File: config.mk
export PLATFORM = sky130hd
export DESIGN_NAME = perf_event_counters_flat
export DESIGN_NICKNAME = d
export VERILOG_FILES = /design/src/rtl/perf_event_counters_if.sv /design/src/rtl/perf_event_counters.sv /design/src/flat_wrapper.sv
export SDC_FILE = /design/constraint.sdc
export NUM_CORES = 1
export LEC_CHECK = 0
export CAP_MARGIN = 20
export CORE_UTILIZATION = 65
export DETAILED_ROUTE_END_ITERATION = 16
export GPL_ROUTABILITY_DRIVEN = 0
export MAX_ROUTING_LAYER = met4
export PLACE_DENSITY_LB_ADDON = 0.08
export SLEW_MARGIN = 10
export SYNTH_ARGS = -nofsm -noshare
export SYNTH_HDL_FRONTEND = slang
export SYNTH_SLANG_ARGS = --single-unit
File: constraint.sdc
create_clock -name i_clk -period 6.4 [get_ports i_clk]
set_input_delay 0.64 -clock i_clk [delete_from_list [all_inputs] [get_ports i_clk]]
set_output_delay 0.64 -clock i_clk [all_outputs]
set_load 0.005 [all_outputs]
File: src/rtl/perf_event_counters_if.sv
// Decode-side bus for perf_event_counters: event inputs, control, read port and overflow status.
// master drives the inputs and observes results; slave is the counter block.
interface perf_event_counters_if #(
   parameter int unsigned CNT_W = 32
);
   logic [31:0]      i_instr;
   logic             i_slot_en;
   logic             i_freeze;
   logic             i_clr;
   logic [2:0]       i_rd_idx;
   logic [7:0]       i_ovf_mask;
   logic [CNT_W-1:0] o_rd_data;
   logic [7:0]       o_ovf;
   logic             o_ovf_irq;

   modport master (
      output i_instr, i_slot_en, i_freeze, i_clr, i_rd_idx, i_ovf_mask,
      input  o_rd_data, o_ovf, o_ovf_irq
   );

   modport slave (
      input  i_instr, i_slot_en, i_freeze, i_clr, i_rd_idx, i_ovf_mask,
      output o_rd_data, o_ovf, o_ovf_irq
   );
endinterface

File: src/rtl/perf_event_counters.sv
// Eight decode-stage event counters with registered read port, clear, freeze, wrap/saturate and sticky overflow.
// Optional overflow interrupt enabled by defining PERF_OVF_IRQ_EN.
module perf_event_counters #(
   parameter int unsigned CNT_W    = 32,
   parameter bit          SAT_MODE = 1'b0
) (
   input  logic                  i_clk,
   input  logic                  i_rst,
   perf_event_counters_if.slave  pec_bus
);

   localparam int unsigned NUM_CNT = 8;
   localparam int unsigned IDX_W   = 3;
   localparam int unsigned OPC_W   = 7;

   localparam logic [IDX_W-1:0] IDX_CYCLE   = IDX_W'(0);
   localparam logic [IDX_W-1:0] IDX_RETIRED = IDX_W'(1);
   localparam logic [IDX_W-1:0] IDX_INVALID = IDX_W'(2);
   localparam logic [IDX_W-1:0] IDX_LOAD    = IDX_W'(3);
   localparam logic [IDX_W-1:0] IDX_STORE   = IDX_W'(4);
   localparam logic [IDX_W-1:0] IDX_BRANCH  = IDX_W'(5);
   localparam logic [IDX_W-1:0] IDX_JUMP    = IDX_W'(6);
   localparam logic [IDX_W-1:0] IDX_ALU     = IDX_W'(7);

   localparam logic [OPC_W-1:0] OPC_LOAD   = 7'b0000011;
   localparam logic [OPC_W-1:0] OPC_STORE  = 7'b0100011;
   localparam logic [OPC_W-1:0] OPC_BRANCH = 7'b1100011;
   localparam logic [OPC_W-1:0] OPC_JAL    = 7'b1101111;
   localparam logic [OPC_W-1:0] OPC_JALR   = 7'b1100111;
   localparam logic [OPC_W-1:0] OPC_OP     = 7'b0110011;
   localparam logic [OPC_W-1:0] OPC_OPIMM  = 7'b0010011;
   localparam logic [OPC_W-1:0] OPC_LUI    = 7'b0110111;
   localparam logic [OPC_W-1:0] OPC_AUIPC  = 7'b0010111;

   localparam logic [CNT_W-1:0] CNT_MAX = {CNT_W{1'b1}};

   logic [OPC_W-1:0]   opcode_c;
   logic               known_opc_c;
   logic [IDX_W-1:0]   cls_idx_c;
   logic               valid_c;
   logic [NUM_CNT-1:0] inc_c;

   logic [CNT_W-1:0]   cnt_q [NUM_CNT];
   logic [CNT_W-1:0]   cnt_d [NUM_CNT];
   logic [NUM_CNT-1:0] ovf_q;
   logic [NUM_CNT-1:0] ovf_d;
   logic [CNT_W-1:0]   rd_data_q;
   logic [CNT_W-1:0]   rd_data_d;

   assign opcode_c = pec_bus.i_instr[OPC_W-1:0];

   // Opcode classification; an all-zero word is a bubble even though its opcode is decodable as nothing.
   always_comb begin
      known_opc_c = 1'b1;
      cls_idx_c   = IDX_ALU;
      unique case (opcode_c)
         OPC_LOAD:                               cls_idx_c = IDX_LOAD;
         OPC_STORE:                              cls_idx_c = IDX_STORE;
         OPC_BRANCH:                             cls_idx_c = IDX_BRANCH;
         OPC_JAL, OPC_JALR:                      cls_idx_c = IDX_JUMP;
         OPC_OP, OPC_OPIMM, OPC_LUI, OPC_AUIPC:  cls_idx_c = IDX_ALU;
         default:                                known_opc_c = 1'b0;
      endcase
   end

   assign valid_c = known_opc_c && (pec_bus.i_instr != 32'h0000_0000);

   // Per-counter event strobes for this cycle, before freeze/clear gating.
   always_comb begin
      inc_c            = '0;
      inc_c[IDX_CYCLE] = 1'b1;
      if (pec_bus.i_slot_en) begin
         if (valid_c) begin
            inc_c[IDX_RETIRED] = 1'b1;
            inc_c[cls_idx_c]   = 1'b1;
         end else begin
            inc_c[IDX_INVALID] = 1'b1;
         end
      end
   end

   // Counter and overflow next-state: clear beats freeze beats increment.
   always_comb begin
      cnt_d = cnt_q;
      ovf_d = ovf_q;
      if (pec_bus.i_clr) begin
         for (int i = 0; i < NUM_CNT; i++) begin
            cnt_d[i] = '0;
         end
         ovf_d = '0;
      end else if (!pec_bus.i_freeze) begin
         for (int i = 0; i < NUM_CNT; i++) begin
            if (inc_c[i]) begin
               if (cnt_q[i] == CNT_MAX) begin
                  ovf_d[i] = 1'b1;
                  cnt_d[i] = SAT_MODE ? CNT_MAX : '0;
               end else begin
                  cnt_d[i] = cnt_q[i] + CNT_W'(1);
               end
            end
         end
      end
   end

   // Read port samples the pre-update value, so a read in the clear cycle shows the old count.
   assign rd_data_d = cnt_q[pec_bus.i_rd_idx];

   always_ff @(posedge i_clk) begin
      if (!i_rst) begin
         for (int i = 0; i < NUM_CNT; i++) begin
            cnt_q[i] <= '0;
         end
         ovf_q     <= '0;
         rd_data_q <= '0;
      end else begin
         for (int i = 0; i < NUM_CNT; i++) begin
            cnt_q[i] <= cnt_d[i];
         end
         ovf_q     <= ovf_d;
         rd_data_q <= rd_data_d;
      end
   end

   assign pec_bus.o_rd_data = rd_data_q;
   assign pec_bus.o_ovf     = ovf_q;

`ifdef PERF_OVF_IRQ_EN
   logic ovf_irq_q;
   logic ovf_irq_d;

   // Built from next-state flags so the interrupt rises on the same edge as the flag.
   assign ovf_irq_d = |(ovf_d & pec_bus.i_ovf_mask);

   always_ff @(posedge i_clk) begin
      if (!i_rst) begin
         ovf_irq_q <= 1'b0;
      end else begin
         ovf_irq_q <= ovf_irq_d;
      end
   end

   assign pec_bus.o_ovf_irq = ovf_irq_q;
`else
   logic unused_ovf_mask;

   assign unused_ovf_mask   = ^pec_bus.i_ovf_mask;
   assign pec_bus.o_ovf_irq = 1'b0;
`endif

endmodule

File: src/flat_wrapper.sv
// flat-port wrapper written by rule: the top's interface ports become plain ports
module perf_event_counters_flat 
#(
   parameter int unsigned CNT_W    = 32,
   parameter bit          SAT_MODE = 1'b0
)
  (i_clk, i_rst, pec_bus_i_instr, pec_bus_i_slot_en, pec_bus_i_freeze, pec_bus_i_clr, pec_bus_i_rd_idx, pec_bus_i_ovf_mask, pec_bus_o_rd_data, pec_bus_o_ovf, pec_bus_o_ovf_irq);
  perf_event_counters_if #(.CNT_W(CNT_W)) pec_bus_i ();
  input  logic i_clk;
  input  logic i_rst;
  input wire logic [$bits(pec_bus_i.i_instr)-1:0] pec_bus_i_instr;
  input wire logic [$bits(pec_bus_i.i_slot_en)-1:0] pec_bus_i_slot_en;
  input wire logic [$bits(pec_bus_i.i_freeze)-1:0] pec_bus_i_freeze;
  input wire logic [$bits(pec_bus_i.i_clr)-1:0] pec_bus_i_clr;
  input wire logic [$bits(pec_bus_i.i_rd_idx)-1:0] pec_bus_i_rd_idx;
  input wire logic [$bits(pec_bus_i.i_ovf_mask)-1:0] pec_bus_i_ovf_mask;
  output wire logic [$bits(pec_bus_i.o_rd_data)-1:0] pec_bus_o_rd_data;
  output wire logic [$bits(pec_bus_i.o_ovf)-1:0] pec_bus_o_ovf;
  output wire logic [$bits(pec_bus_i.o_ovf_irq)-1:0] pec_bus_o_ovf_irq;
  assign pec_bus_i.i_instr = pec_bus_i_instr;
  assign pec_bus_i.i_slot_en = pec_bus_i_slot_en;
  assign pec_bus_i.i_freeze = pec_bus_i_freeze;
  assign pec_bus_i.i_clr = pec_bus_i_clr;
  assign pec_bus_i.i_rd_idx = pec_bus_i_rd_idx;
  assign pec_bus_i.i_ovf_mask = pec_bus_i_ovf_mask;
  assign pec_bus_o_rd_data = pec_bus_i.o_rd_data;
  assign pec_bus_o_ovf = pec_bus_i.o_ovf;
  assign pec_bus_o_ovf_irq = pec_bus_i.o_ovf_irq;
  perf_event_counters #(.CNT_W(CNT_W), .SAT_MODE(SAT_MODE)) u_core (.i_clk(i_clk), .i_rst(i_rst), .pec_bus(pec_bus_i));
endmodule
Word-level counts from Yosys, hierarchy flattened

Cells that the tools add are included.
Widths: inputs -> output; s select.

Output and inout port bits: 41
Bits in registers: 296

Eq/ne operators: 17
Order comparisons: 3
Add/subtract/negate cells: 8
Multiplexer cells: 19
Bitwise operators: 3
Reductions and logical operators: 22

Operators with widths:

| operator              | count |
|---|---|
| $mux 32               | 10 |
| $add 32x1->32 const B | 8 |
| $eq 32x32->1 const B  | 8 |
| $bmux 32 s3           | 1 |
| $reduce_bool 32->1    | 1 |
| $reduce_and 3->1      | 8 |
| $eq 7x6->1 const B    | 3 |
| $eq 7x7->1 const B    | 3 |
| $reduce_and 2->1      | 8 |
| $eq 7x5->1 const B    | 2 |
| $pmux 3 s4            | 1 |
| $reduce_or 9->1       | 1 |
| $mux 8                | 1 |
| $eq 7x2->1 const B    | 1 |
| $mux 5                | 1 |
| $ge 4x4->1 const B    | 1 |
| $lt 3x4->1 const B    | 1 |
| $not 3->4             | 1 |
| $reduce_or 2->1       | 2 |
| $demux 1 s3           | 1 |
| $ge 3x1->1 const B    | 1 |
| $mux 1                | 3 |
| $logic_and 1x1->1     | 2 |
| $mux 2                | 1 |
| $not 1->1             | 2 |

Longest topological paths before layout

Gate-level depths: netlist (run 1).

Word-level depth: 10
Gate-level depth with buffers: 10
Depth with buffers taken out: 6

Worst setup path before layout (run 1)

Ideal clock, no wire load.

Path type: input -> register
From: input port pec_bus_i_instr[5]
To: register u_core.cnt_q[177] (netlist name)
Data arrival time: 2.326 ns
Cell stages on the path: 8
Path slack: 3.994 ns
Library setup time: 0.080 ns
Cells stage by stage: buf_6 -> nand2b_4 -> and3_4 -> buf_6 -> or3_1 -> buf_2 -> or4_4 -> a211oi_2

Longest elaborated chain between the ends: 10
Elaborated cells on any way between the ends: 23
Those cells by class: 2 x order compare; 9 x eq/ne; 6 x mux; 6 x reduce/logical

Ends and longest elaborated chain:

| item                                                           | RTL line                   | source |
|---|---|---|
| from (decl)                                                    | flat_wrapper.sv:11         | `input wire logic [$bits(pec_bus_i.i_instr)-1:0] pec_bus_i_instr;` |
| $eq 7x7->1                                                     | perf_event_counters.sv:56  | `unique case (opcode_c)` |
| $reduce_or 2->1                                                | perf_event_counters.sv:56  |  |
| $pmux 3 s4                                                     | perf_event_counters.sv:56  |  |
| $lt 3x4->1 (not written as such) or $ge 3x1->1 (tied branches) | perf_event_counters.sv:75  | `inc_c[cls_idx_c] = 1'b1;` |
| $logic_and 1x1->1 (not written as such)                        | perf_event_counters.sv:75  |  |
| $mux 1 (not written as such)                                   | perf_event_counters.sv:75  |  |
| $demux 1 s3                                                    | n/a                        |  |
| $mux 1 (*)                                                     | perf_event_counters.sv:73  | `if (valid_c) begin` |
| $mux 8 (*)                                                     | perf_event_counters.sv:72  | `if (pec_bus.i_slot_en) begin` |
| $reduce_and 2->1 (no source line) (*)                          | n/a                        |  |
| to (signal, indexed assignment)                                | perf_event_counters.sv:117 | `cnt_q[i] <= cnt_d[i];` |
| to (decl)                                                      | perf_event_counters.sv:43  | `logic [CNT_W-1:0] cnt_q [NUM_CNT];` |

Every way passes the cells marked *; elsewhere a longest branch is shown, timed or not.
A chain may end at the register's enable or synchronous reset.

Worst setup path in the final report (run 1)

From: input port pec_bus_i_instr[4]
To: register u_core.cnt_q[123] (netlist name)

Longest elaborated chain between the ends: 10
Elaborated cells on any way between the ends: 23
Those cells by class: 2 x order compare; 9 x eq/ne; 6 x mux; 6 x reduce/logical

Ends and longest elaborated chain:

| item                                                           | RTL line |
|---|---|
| $eq 7x7->1                                                     | perf_event_counters.sv:56 |
| $reduce_or 2->1                                                | perf_event_counters.sv:56 |
| $pmux 3 s4                                                     | perf_event_counters.sv:56 |
| $lt 3x4->1 (not written as such) or $ge 3x1->1 (tied branches) | perf_event_counters.sv:75 |
| $logic_and 1x1->1 (not written as such)                        | perf_event_counters.sv:75 |
| $mux 1 (not written as such)                                   | perf_event_counters.sv:75 |
| $demux 1 s3                                                    | n/a |
| $mux 5 (*)                                                     | perf_event_counters.sv:73 |
| $mux 8 (*)                                                     | perf_event_counters.sv:72 |
| $reduce_and 2->1 (no source line) (*)                          | n/a |

Marks and branches as above.

==> results of run 1 <==
==> worst register-to-register path, stage by stage (launching register included) <==
cell                      delay (ns)
sky130_fd_sc_hd__dfxtp_1        0.45
sky130_fd_sc_hd__nand4_1        0.45
sky130_fd_sc_hd__nor4_1         0.94
sky130_fd_sc_hd__nand3_1        0.29
sky130_fd_sc_hd__nand2_1        0.68
sky130_fd_sc_hd__nor2_1         0.11
==> registers in the layout, summed over array words and instances, names as in the netlist <==
signal and cells:
u_core.cnt_q 256, u_core.pec_bus.o_rd_data 32, u_core.pec_bus.o_ovf 8
==> cells by family (layout without fill, tap and decap cells) <==
kind of cell | count (synthesis) | after routing | synth area share (%)
AND/OR/NAND/NOR | 815 | 815 | 28.98
flip-flops | 296 | 296 | 38.26
AO/OA/AOI/OAI | 181 | 181 | 7.400
XOR/XNOR | 176 | 176 | 9.952
buffers and inverters | 111 | 148 | 3.029
multiplexers | 101 | 101 | 11.71
adder cells (fa/ha/maj) | 8 | 8 | 0.6463
other | 1 | 1 | 0.02421
==> layout make-up <==
class	count	share of cell area, %
Clock inverter	5	0.4473
Multi-Input combinational cell	1282	52.69
Clock buffer	55	6.248
Inverter	19	0.4112
Sequential cell	296	34.17
Tap cell	319	2.301
Timing Repair Buffer	69	3.737
==> power breakdown <==
group          internal [mW]  switching [mW]  leakage [nW]
logic                 0.0432          0.0849          2.56
registers               1.84         0.00111          2.38
clock network           1.24           0.782         0.568
==> metal layers <==
metal  track usage [%]  routed length, um  up-vias
met5                 -                  0        -
met2             57.31              20270      830
met4             14.24               1493        0
met3             8.059               5242      115
met1             53.73              19110     6743
li1                  -                  -     6267
==> cells in the final DEF (no fill, tap or decap), types with 5 or more instances in the layout <==
cell / count
sky130_fd_sc_hd__ha_1: 8
sky130_fd_sc_hd__nand3_1: 95
sky130_fd_sc_hd__clkdlybuf4s50_1: 51
sky130_fd_sc_hd__nor3_1: 53
sky130_fd_sc_hd__nand2_1: 99
sky130_fd_sc_hd__a211oi_1: 10
sky130_fd_sc_hd__nand4_1: 97
sky130_fd_sc_hd__o211ai_1: 8
sky130_fd_sc_hd__xnor2_1: 75
sky130_fd_sc_hd__clkbuf_8: 9
sky130_fd_sc_hd__or4_1: 15
sky130_fd_sc_hd__xor2_1: 101
sky130_fd_sc_hd__o2111ai_1: 8
sky130_fd_sc_hd__mux4_2: 64
sky130_fd_sc_hd__and2_1: 23
sky130_fd_sc_hd__and4_1: 38
sky130_fd_sc_hd__o31ai_1: 10
sky130_fd_sc_hd__or3_1: 41
sky130_fd_sc_hd__nor2b_1: 34
sky130_fd_sc_hd__nor2_1: 194
sky130_fd_sc_hd__mux2i_1: 36
sky130_fd_sc_hd__clkbuf_16: 37
sky130_fd_sc_hd__a21oi_1: 56
sky130_fd_sc_hd__o21ai_0: 46
sky130_fd_sc_hd__and3_1: 42
sky130_fd_sc_hd__inv_1: 19
sky130_fd_sc_hd__a31oi_1: 7
sky130_fd_sc_hd__and4b_1: 5
sky130_fd_sc_hd__dfxtp_1: 296
sky130_fd_sc_hd__nand4b_1: 7
sky130_fd_sc_hd__nor4_1: 31
sky130_fd_sc_hd__o21a_1: 7
sky130_fd_sc_hd__buf_4: 15
sky130_fd_sc_hd__clkbuf_1: 9
==> worst min-delay path by stage <==
stage                            startpoint                       to  slack [ns]  cells after the start
floorplan           u_core.pec_bus.o_ovf[7]  u_core.pec_bus.o_ovf[7]        0.44                      2
global placement    u_core.pec_bus.o_ovf[7]  u_core.pec_bus.o_ovf[7]        0.44                      2
detailed placement  u_core.pec_bus.o_ovf[7]  u_core.pec_bus.o_ovf[7]        0.45                      2
CTS                 u_core.pec_bus.o_ovf[7]  u_core.pec_bus.o_ovf[7]        0.46                      2
global route        u_core.pec_bus.o_ovf[7]  u_core.pec_bus.o_ovf[7]        0.48                      2
finish              u_core.pec_bus.o_ovf[7]  u_core.pec_bus.o_ovf[7]        0.46                      2
==> through the flow <==
stage	setup slack, ns	utilization, %	total power, mW
final	3.047	74.11	3.991
after global routing	2.948	74.11	4.071
after CTS	2.941	74.01	3.989
after detailed placement	2.441	69.05	2.010
after global placement	2.493	69.05	2.009
after floorplan	3.994	-	1.974
==> parameters.txt, run 1 <==
Parameter                              Value

Status
  Result of the run ... complete, no violations

Route
  Total via count after detailed routing ... 13960
  Remaining number of nets flagged by the antenna check after routing ... 0
  DR vias/cell ... 6.824
  Router iterations before antenna repair ... 5
  Initial DRC Count ... 1806
  Wire length reported by the detailed router ... 46120 um
  Drc violations ... 0
  Detail-routed net length per standard cell ... 22.55 um

STA
  Transition time at the pin with the least slew margin ... 1.122 ns
  Total negative slack ... 0 ns
  Slew Limit Headroom ... 24.13%
  Final critical-path required period ... 3.353 ns
  Max Freq ... 298.3 MHz
  RSZ-0062 raised after global routing ... false
  Period utilisation layout ... 52.39%
  Final slew viol count ... 0
  Post-Route Hold Slack ... 0.4643 ns
  Clock skew ... 0.01066 ns
  Hold violation count in the final report ... 0
  Number of setup violations in the final report ... 0

Critical path
  Source of the worst register-to-register timing path ... u_core.cnt_q[17]
  Worst reg2reg setup slack ... 3.33 ns
  Worst path depth ... 5
  End point of the critical path ... u_core.cnt_q[123]
  Required time of the critical path ... 6.78 ns
  Maximum net fanout on the critical path ... 16
  Startpoint of the most critical setup path ... pec_bus_i_instr[4]
  Reg-to-reg endpoint ... u_core.cnt_q[3]
  CP peak stage delay ... 0.97 ns
  Kind of cell with the highest combined delay on the critical path ... simple AND/OR/NAND/NOR gates
  Slowest stage cell on the critical path ... sky130_fd_sc_hd__nand4_1
  Startpoint Class ... input port
  Number of cell instances on the worst register-to-register path ... 5
  Data arrival time of the critical path ... 3.73 ns
  Cell chain of the critical path ... clkdlybuf4s50_1 > nor2_1 > nand4_1 > nor4_1 > a31oi_1
  Endpoint type of the worst setup path ... flip-flop
  Buf+Inv Stages, Crit Path ... 1
  Worst setup path category ... in -> reg

Finish
  Area delta synth->final ... 11.97%
  Final nets ... 1758
  Layout cells sized above 1 ... 9.733%
  Antenna cells ... 0
  Total of fill cells in the finished design ... 1795
  Area used by multi-input combinational logic ... 9138 um2
  Total non-filler cell area in the finished layout ... 17340 um2
  Register Area ... 5926 um2
  Number of standard cells in the final layout excluding fillers ... 2045

Yosys
  Ranking of synthesized cells by area ... sky130_fd_sc_hd__dfxtp_1 (38%), sky130_fd_sc_hd__mux4_2 (9.3%), sky130_fd_sc_hd__xor2_1 (5.7%), sky130_fd_sc_hd__nor2_1 (4.7%), sky130_fd_sc_hd__xnor2_1 (4.2%)
  Synth unique cells ... 75
  Count of flip-flops with a built-in enable after synthesis ... 0
  Post-synthesis cell area ... 15490 um2
  Most frequent cell after synthesis ... sky130_fd_sc_hd__dfxtp_1
  Biggest area consumer among synthesized cells ... sky130_fd_sc_hd__dfxtp_1
  Dominant register cell in the synthesized netlist ... sky130_fd_sc_hd__dfxtp_1
  Cells after synthesis ... 1689
  Share of async-settable or async-resettable flops after synthesis ... 0%
  #FFs+latches synth ... 296
  Synth top area share ... 38.26%
  Sequential area share after synthesis ... 38.26%
  Yosys warning count ... 0
  Post-synthesis net count ... 1745
  Top cells by count, synth ... sky130_fd_sc_hd__dfxtp_1 (296), sky130_fd_sc_hd__nor2_1 (194), sky130_fd_sc_hd__xor2_1 (101)
  Post-Synthesis Mean Instance Area ... 9.170 um2

Clocking
  # Post-CTS Setup Buffers ... 0
  Clock slew at the register clock pins of the worst setup and hold paths ... 0.06 ns
  Maximum level of the CTS H-tree ... 2
  Clock root buffer ... sky130_fd_sc_hd__clkbuf_16
  Maximum buffer depth of the clock tree ... 3
  CTS tree ... yes
  Hold-fix buffers at CTS ... 0
  Clk_lat worst skew ... 0.52 ns
  Num CTS Buffers ... 34
  Post-cts resize count ... 0
  Total clock sinks ... 296

Global route
  Via count of the first global-routing pass ... 12580
  Pin count of the biggest net entering global routing ... 65
  Total routing resource utilization after global routing ... 39.23%
  First-pass GRT wire length ... 71110 um
  Global route overflow ... 0
  Initial antenna violation count ... 0

Worst hold path
  Worst hold path type ... reg -> reg

Floorplanning
  Total die area ... 24450 um2
  Die width ... 156.4 um
  Die Ht ... 156.4 um
  Std-Cell Core Area ... 23400 um2
  Starting density of the core ... 66.18%
  Standard-cell row count ... 56
  I/O pin cnt ... 89

Placed design
  Post-DP HPWL ... 32440 um
  Cell total after placement ... 1983
  Port buffer count ... 54
  Area after DPL ... 16160 um2

Pwr
  PD cells ... 230.1 nW/um2
  Worst-case vdd ir drop ... 200.1 uV
  Static power due to leakage ... 5.508 nW

Flow run
  Max-capacitance violation count ... 0
Power figures use the tool's default switching activity.
==> run 2: changes to the inputs <==
--- a/config.mk
+++ b/config.mk
@@ -6,7 +6,7 @@
 export NUM_CORES = 1
 export LEC_CHECK = 0
 export CAP_MARGIN = 20
-export CORE_UTILIZATION = 65
+export CORE_UTILIZATION = 60
 export DETAILED_ROUTE_END_ITERATION = 16
 export GPL_ROUTABILITY_DRIVEN = 0
 export MAX_ROUTING_LAYER = met4
==> constraint.sdc (replaced) <==
create_clock -name i_clk -period 3.5 [get_ports i_clk]
set_input_delay 0.35 -clock i_clk [delete_from_list [all_inputs] [get_ports i_clk]]
set_output_delay 0.35 -clock i_clk [all_outputs]
set_load 0.005 [all_outputs]
==> run 2 against run 1 <==
Combinational power is 88% higher. Register-to-register slack got worse by 2.5 ns. Wire length down 0.51%. Cell area rose by 0.76%. Final cell count grew 1.7%. Setup slack worse by 2.2 ns. Count of clock-buffer cells in the layout unchanged. Clock skew rose by 0.0076 ns. First-iteration DRC count decreased by 13%. Non-clock buffer count up 25. Die area increased by 8.2%. Sequential share of layout area down 0.26 points. Highest routed layer unchanged.
==> parameters.txt, run 2 (synthesis gave the netlist of run 1 again) <==
Parameter                              Value

Floorplanning
  Standard-cell row count ... 58
  Std-Cell Core Area ... 25250 um2
  Starting density of the core ... 61.33%
  Die Ht ... 162.7 um
  Total die area ... 26460 um2
  Die width ... 162.7 um
  I/O pin cnt ... 89

Route
  Detail-routed net length per standard cell ... 22.07 um
  Wire length reported by the detailed router ... 45880 um
  Initial DRC Count ... 1576
  Drc violations ... 0
  DR vias/cell ... 6.584
  Router iterations before antenna repair ... 5
  Remaining number of nets flagged by the antenna check after routing ... 0
  Total via count after detailed routing ... 13690

Critical path
  Startpoint Class ... flip-flop
  Startpoint of the most critical setup path ... u_core.cnt_q[110]
  Endpoint type of the worst setup path ... flip-flop
  Data arrival time of the critical path ... 3.03 ns
  Maximum net fanout on the critical path ... 16
  Required time of the critical path ... 3.88 ns
  Worst setup path category ... reg -> reg
  Source of the worst register-to-register timing path ... u_core.cnt_q[110]

Clocking
  Total clock sinks ... 296
  Maximum buffer depth of the clock tree ... 3
  Clock slew at the register clock pins of the worst setup and hold paths ... 0.06 ns
  Clk_lat worst skew ... 0.52 ns
  Post-cts resize count ... 0
  # Post-CTS Setup Buffers ... 0
  Maximum level of the CTS H-tree ... 2
  Hold-fix buffers at CTS ... 0
  Clock root buffer ... sky130_fd_sc_hd__clkbuf_16
  CTS tree ... yes
  Num CTS Buffers ... 34

Placed design
  Cell total after placement ... 2021
  Port buffer count ... 54
  Post-DP HPWL ... 33340 um
  Worst-case setup slack after placement ... 0.3958 ns

Finish
  Register bank with the most flops ... u_core.cnt_q
  Flip-flop count of the largest register, all copies and words added ... 256
  Number of standard cells in the final layout excluding fillers ... 2079
  Most common cell after layout, fill and taps aside ... sky130_fd_sc_hd__dfxtp_1
  Fraction of the core area covered by cells at the end of the flow ... 69.20%
  Final nets ... 1783
  Area delta synth->final ... 12.83%
  Highest-count cells in the layout ignoring fill and taps ... sky130_fd_sc_hd__dfxtp_1 (296), sky130_fd_sc_hd__nor2_1 (194), sky130_fd_sc_hd__xor2_1 (101), sky130_fd_sc_hd__nand2_1 (99), sky130_fd_sc_hd__nand4_1 (97)
  Layout cells sized above 1 ... 10.53%

Status
  Result of the run ... complete, no violations

STA
  Hold violation count in the final report ... 0
  Total negative slack ... 0 ns
  Final critical-path required period ... 2.651 ns
  Final slew viol count ... 0
  Max Freq ... 377.3 MHz
  Number of setup violations in the final report ... 0
  Worst setup margin ... 0.8493 ns
  Slew Limit Headroom ... 36.13%
  Transition time at the pin with the least slew margin ... 0.9581 ns
  RSZ-0062 raised after global routing ... false
  Period utilisation layout ... 75.74%
  Clock skew ... 0.01831 ns

Worst hold path
  Worst hold path type ... reg -> reg
  Worst min-delay path startpoint ... u_core.pec_bus.o_ovf[7]

Flow run
  Max-capacitance violation count ... 0

Global route
  Via count of the first global-routing pass ... 12370
  Global route overflow ... 0
  Total routing resource utilization after global routing ... 35.85%
  Pin count of the biggest net entering global routing ... 51
  First-pass GRT wire length ... 70820 um
  Initial antenna violation count ... 1

Pwr
  PD cells ... 405.9 nW/um2
  Worst-case vdd ir drop ... 356.6 uV
  Static power due to leakage ... 5.584 nW
run 2: worst paths after layout:
kind	to	slack, ns	cells after the start
max	u_core.cnt_q[113]	0.85	5
min	u_core.pec_bus.o_ovf[7]	0.45	2
max reg2reg	u_core.cnt_q[113]	0.85	5
min reg2reg	u_core.pec_bus.o_ovf[7]	0.45	2
run 2: cell type report:
| class | count | area [um2] |
|---|---|---|
| diodes | 1 | 2.502 |
| clock buffers | 55 | 1044 |
| clock inverters | 2 | 35.03 |
| fillers | 2026 | 7779 |
| inverters | 19 | 71.32 |
| multi-input cells | 1282 | 9119 |
| flip-flops and latches | 296 | 5926 |
| well taps | 330 | 412.9 |
| repair buffers | 94 | 865.8 |
run 2: where the power goes:
part           leakage (nW)  switching, mW  internal (mW)
combinational          2.68          0.153         0.0882
clock                 0.525           1.38           2.10
sequential             2.38        0.00236           3.37
total                  5.58           1.53           5.56
run 2: through the flow:
| step | cell area (um2) | hold slack [ns] | power [mW] |
|---|---|---|---|
| after floorplan | 15490 | 0.4421 | 3.610 |
| after global placement | 16390 | 0.4354 | 3.682 |
| after detailed placement | 16390 | 0.4467 | 3.685 |
| after CTS | 17470 | 0.4551 | 7.120 |
| after global routing | 17480 | 0.4729 | 7.270 |
| final | 17480 | 0.4538 | 7.094 |
run 2: critical path, cell delays in order (launching register included):
cell and delay, ns:
sky130_fd_sc_hd__dfxtp_1 0.44, sky130_fd_sc_hd__and4_1 0.34, sky130_fd_sc_hd__nand4_1 0.27, sky130_fd_sc_hd__or4_1 0.79, sky130_fd_sc_hd__o21ai_4 0.55, sky130_fd_sc_hd__nor2_1 0.12
run 2: layer usage:
metal  track usage, %  wire length [um]  vias up
li1                 -                 -     6316
met1            50.36             20110     6570
met2            51.22             19650      711
met3            7.818              4832       92
met4            11.38              1287        0
met5                -                 0        -
==> run 3: changes to the inputs <==
--- a/config.mk
+++ b/config.mk
@@ -6,7 +6,7 @@
 export NUM_CORES = 1
 export LEC_CHECK = 0
 export CAP_MARGIN = 20
-export CORE_UTILIZATION = 60
+export CORE_UTILIZATION = 55
 export DETAILED_ROUTE_END_ITERATION = 16
 export GPL_ROUTABILITY_DRIVEN = 0
 export MAX_ROUTING_LAYER = met4
==> constraint.sdc (replaced) <==
create_clock -name i_clk -period 2.2 [get_ports i_clk]
set_input_delay 0.22 -clock i_clk [delete_from_list [all_inputs] [get_ports i_clk]]
set_output_delay 0.22 -clock i_clk [all_outputs]
set_load 0.005 [all_outputs]
==> run 3 against run 2 <==
Power increased by 68%. Count of clock-buffer cells in the layout increased by 1. Utilization increased by 0.58 points. Wire length increased by 10%. Register-to-register slack got worse by 0.80 ns. Hold slack got worse by 0.13 ns. Critical endpoint is now u_core.cnt_q[110].
==> parameters.txt, run 3 (synthesis gave the netlist of run 1 again) <==
Parameter                              Value

Critical path
  Slowest stage cell on the critical path ... sky130_fd_sc_hd__or4_1
  Buf+Inv Stages, Crit Path ... 0
  Endpoint type of the worst setup path ... flip-flop
  Startpoint Class ... flip-flop
  CP peak stage delay ... 0.73 ns
  Worst setup path category ... reg -> reg
  Cell chain of the critical path ... ha_1 > nand4_1 > or4_1 > or3b_2 > a21oi_1
  Required time of the critical path ... 2.60 ns
  Data arrival time of the critical path ... 2.55 ns
  Maximum net fanout on the critical path ... 5
  Kind of cell with the highest combined delay on the critical path ... simple AND/OR/NAND/NOR gates

Global route
  Initial antenna violation count ... 0
  Global route overflow ... 0
  Total routing resource utilization after global routing ... 36.19%
  First-pass GRT wire length ... 77090 um
  Via count of the first global-routing pass ... 13460
  Pin count of the biggest net entering global routing ... 40

STA
  Final critical-path required period ... 2.153 ns
  Worst setup margin ... 0.04746 ns
  Final slew viol count ... 0
  Number of setup violations in the final report ... 0
  Slew Limit Headroom ... 57.89%
  Max Freq ... 464.6 MHz
  Clock skew ... 0.01392 ns
  Hold violation count in the final report ... 0
  Period utilisation layout ... 97.84%
  Transition time at the pin with the least slew margin ... 0.6316 ns
  Total negative slack ... 0 ns

Floorplanning
  I/O pin cnt ... 89
  Standard-cell row count ... 61
  Std-Cell Core Area ... 27710 um2
  Die width ... 169.8 um
  Starting density of the core ... 55.90%
  Total die area ... 28840 um2
  Die Ht ... 169.8 um

Route
  Total met2 wirelength after detailed routing ... 21490 um
  Total via count after detailed routing ... 14610
  Initial DRC Count ... 1669
  Routed met1 length ... 21910 um
  WL met3 ... 5391 um
  Router iterations before antenna repair ... 6
  Highest routed layer ... met4
  Remaining number of nets flagged by the antenna check after routing ... 0
  DR vias/cell ... 6.292
  Wire length reported by the detailed router ... 50480 um
  Drc violations ... 0
  Detail-routed net length per standard cell ... 21.74 um

Pwr
  PD cells ... 615.1 nW/um2
  Static power due to leakage ... 6.706 nW
  Worst-case vdd ir drop ... 495.7 uV
  Tot Pwr ... 11.89 mW

Clocking
  Clock slew at the register clock pins of the worst setup and hold paths ... 0.06 ns
  Num CTS Buffers ... 34
  CTS tree ... yes
  Maximum buffer depth of the clock tree ... 3
  Total clock sinks ... 296
  Hold-fix buffers at CTS ... 0
  Clock root buffer ... sky130_fd_sc_hd__clkbuf_16
  Maximum level of the CTS H-tree ... 2
  Clk_lat worst skew ... 0.52 ns

Placed design
  Area after DPL ... 18030 um2
  Port buffer count ... 54
  Worst-case setup slack after placement ... -0.3962 ns
  Post-DP HPWL ... 37980 um

Finish
  Highest-count cells in the layout ignoring fill and taps ... sky130_fd_sc_hd__dfxtp_1 (295), sky130_fd_sc_hd__buf_4 (217), sky130_fd_sc_hd__nor2_1 (193), sky130_fd_sc_hd__xor2_1 (101), sky130_fd_sc_hd__nand2_1 (98)
  Register bank with the most flops ... u_core.cnt_q
  Total non-filler cell area in the finished layout ... 19330 um2
  Antenna cells ... 0
  Layout cells sized above 1 ... 20.78%
  Flip-flop count of the largest register, all copies and words added ... 256
  Final nets ... 1974
  Area delta synth->final ... 24.82%
  Most common cell after layout, fill and taps aside ... sky130_fd_sc_hd__dfxtp_1

Flow run
  Max-capacitance violation count ... 0

Status
  Result of the run ... complete, no violations

Worst hold path
  Worst hold path type ... in -> reg
==> run 3: final timing paths <==
| path | startpoint | endpoint | slack [ns] | cells after the start |
|---|---|---|---|---|
| max reg2reg | u_core.cnt_q[96] | u_core.cnt_q[110] | 0.05 | 5 |
| max | u_core.cnt_q[96] | u_core.cnt_q[110] | 0.05 | 5 |
| min | pec_bus_i_rd_idx[0] | u_core.pec_bus.o_rd_data[30] | 0.33 | 4 |
| min reg2reg | u_core.pec_bus.o_ovf[7] | u_core.pec_bus.o_ovf[7] | 0.45 | 2 |
==> run 3: area by class of cell <==
class                           instances  area [um2]
Clock buffer                           56        1137
Clock inverter                          6       80.08
Fill cell                            2265        8372
Inverter                               19       71.32
Multi-Input combinational cell       1282        9193
Sequential cell                       296        5927
Tap cell                              378       473.0
Timing Repair Buffer                  285        2452
==> run 3: power breakdown <==
group / leakage (nW) / switching (mW) / internal [mW]
logic: 3.72 / 0.270 / 0.198
registers: 2.38 / 0.00357 / 5.36
clock network: 0.606 / 2.30 / 3.76
==> run 3: timing repair <==
action	CTS	global route
endpoints found under the setup margin	1	97
setup buffers	0	1
gates resized for setup	1	21
pin swaps	0	3
==> run 3: per-stage QoR <==
stage / instances / hold slack (ns) / util (%)
6_report: 2322 / 0.3287 / 69.78
5_1_grt: 2322 / 0.3462 / 69.78
2_1_floorplan: 1689 / 0.3482 / -
3_3_place_gp: 2259 / 0.4336 / 65.08
3_5_place_dp: 2259 / 0.4473 / 65.08
4_1_cts: 2321 / 0.3281 / 69.48
==> run 3: tightest hold or removal path, cell delays in order <==
cell,delay (ns)
sky130_fd_sc_hd__buf_4,0.18
sky130_fd_sc_hd__mux4_2,0.23
sky130_fd_sc_hd__mux2i_1,0.07
sky130_fd_sc_hd__nor2b_1,0.11
==> run 3: per-layer routing <==
layer  global-route usage (%)  vias to the layer above
met5                        -                        -
met1                    50.62                     7061
met3                    7.395                      109
met2                    51.50                      758
met4                    13.12                        0
li1                         -                     6681
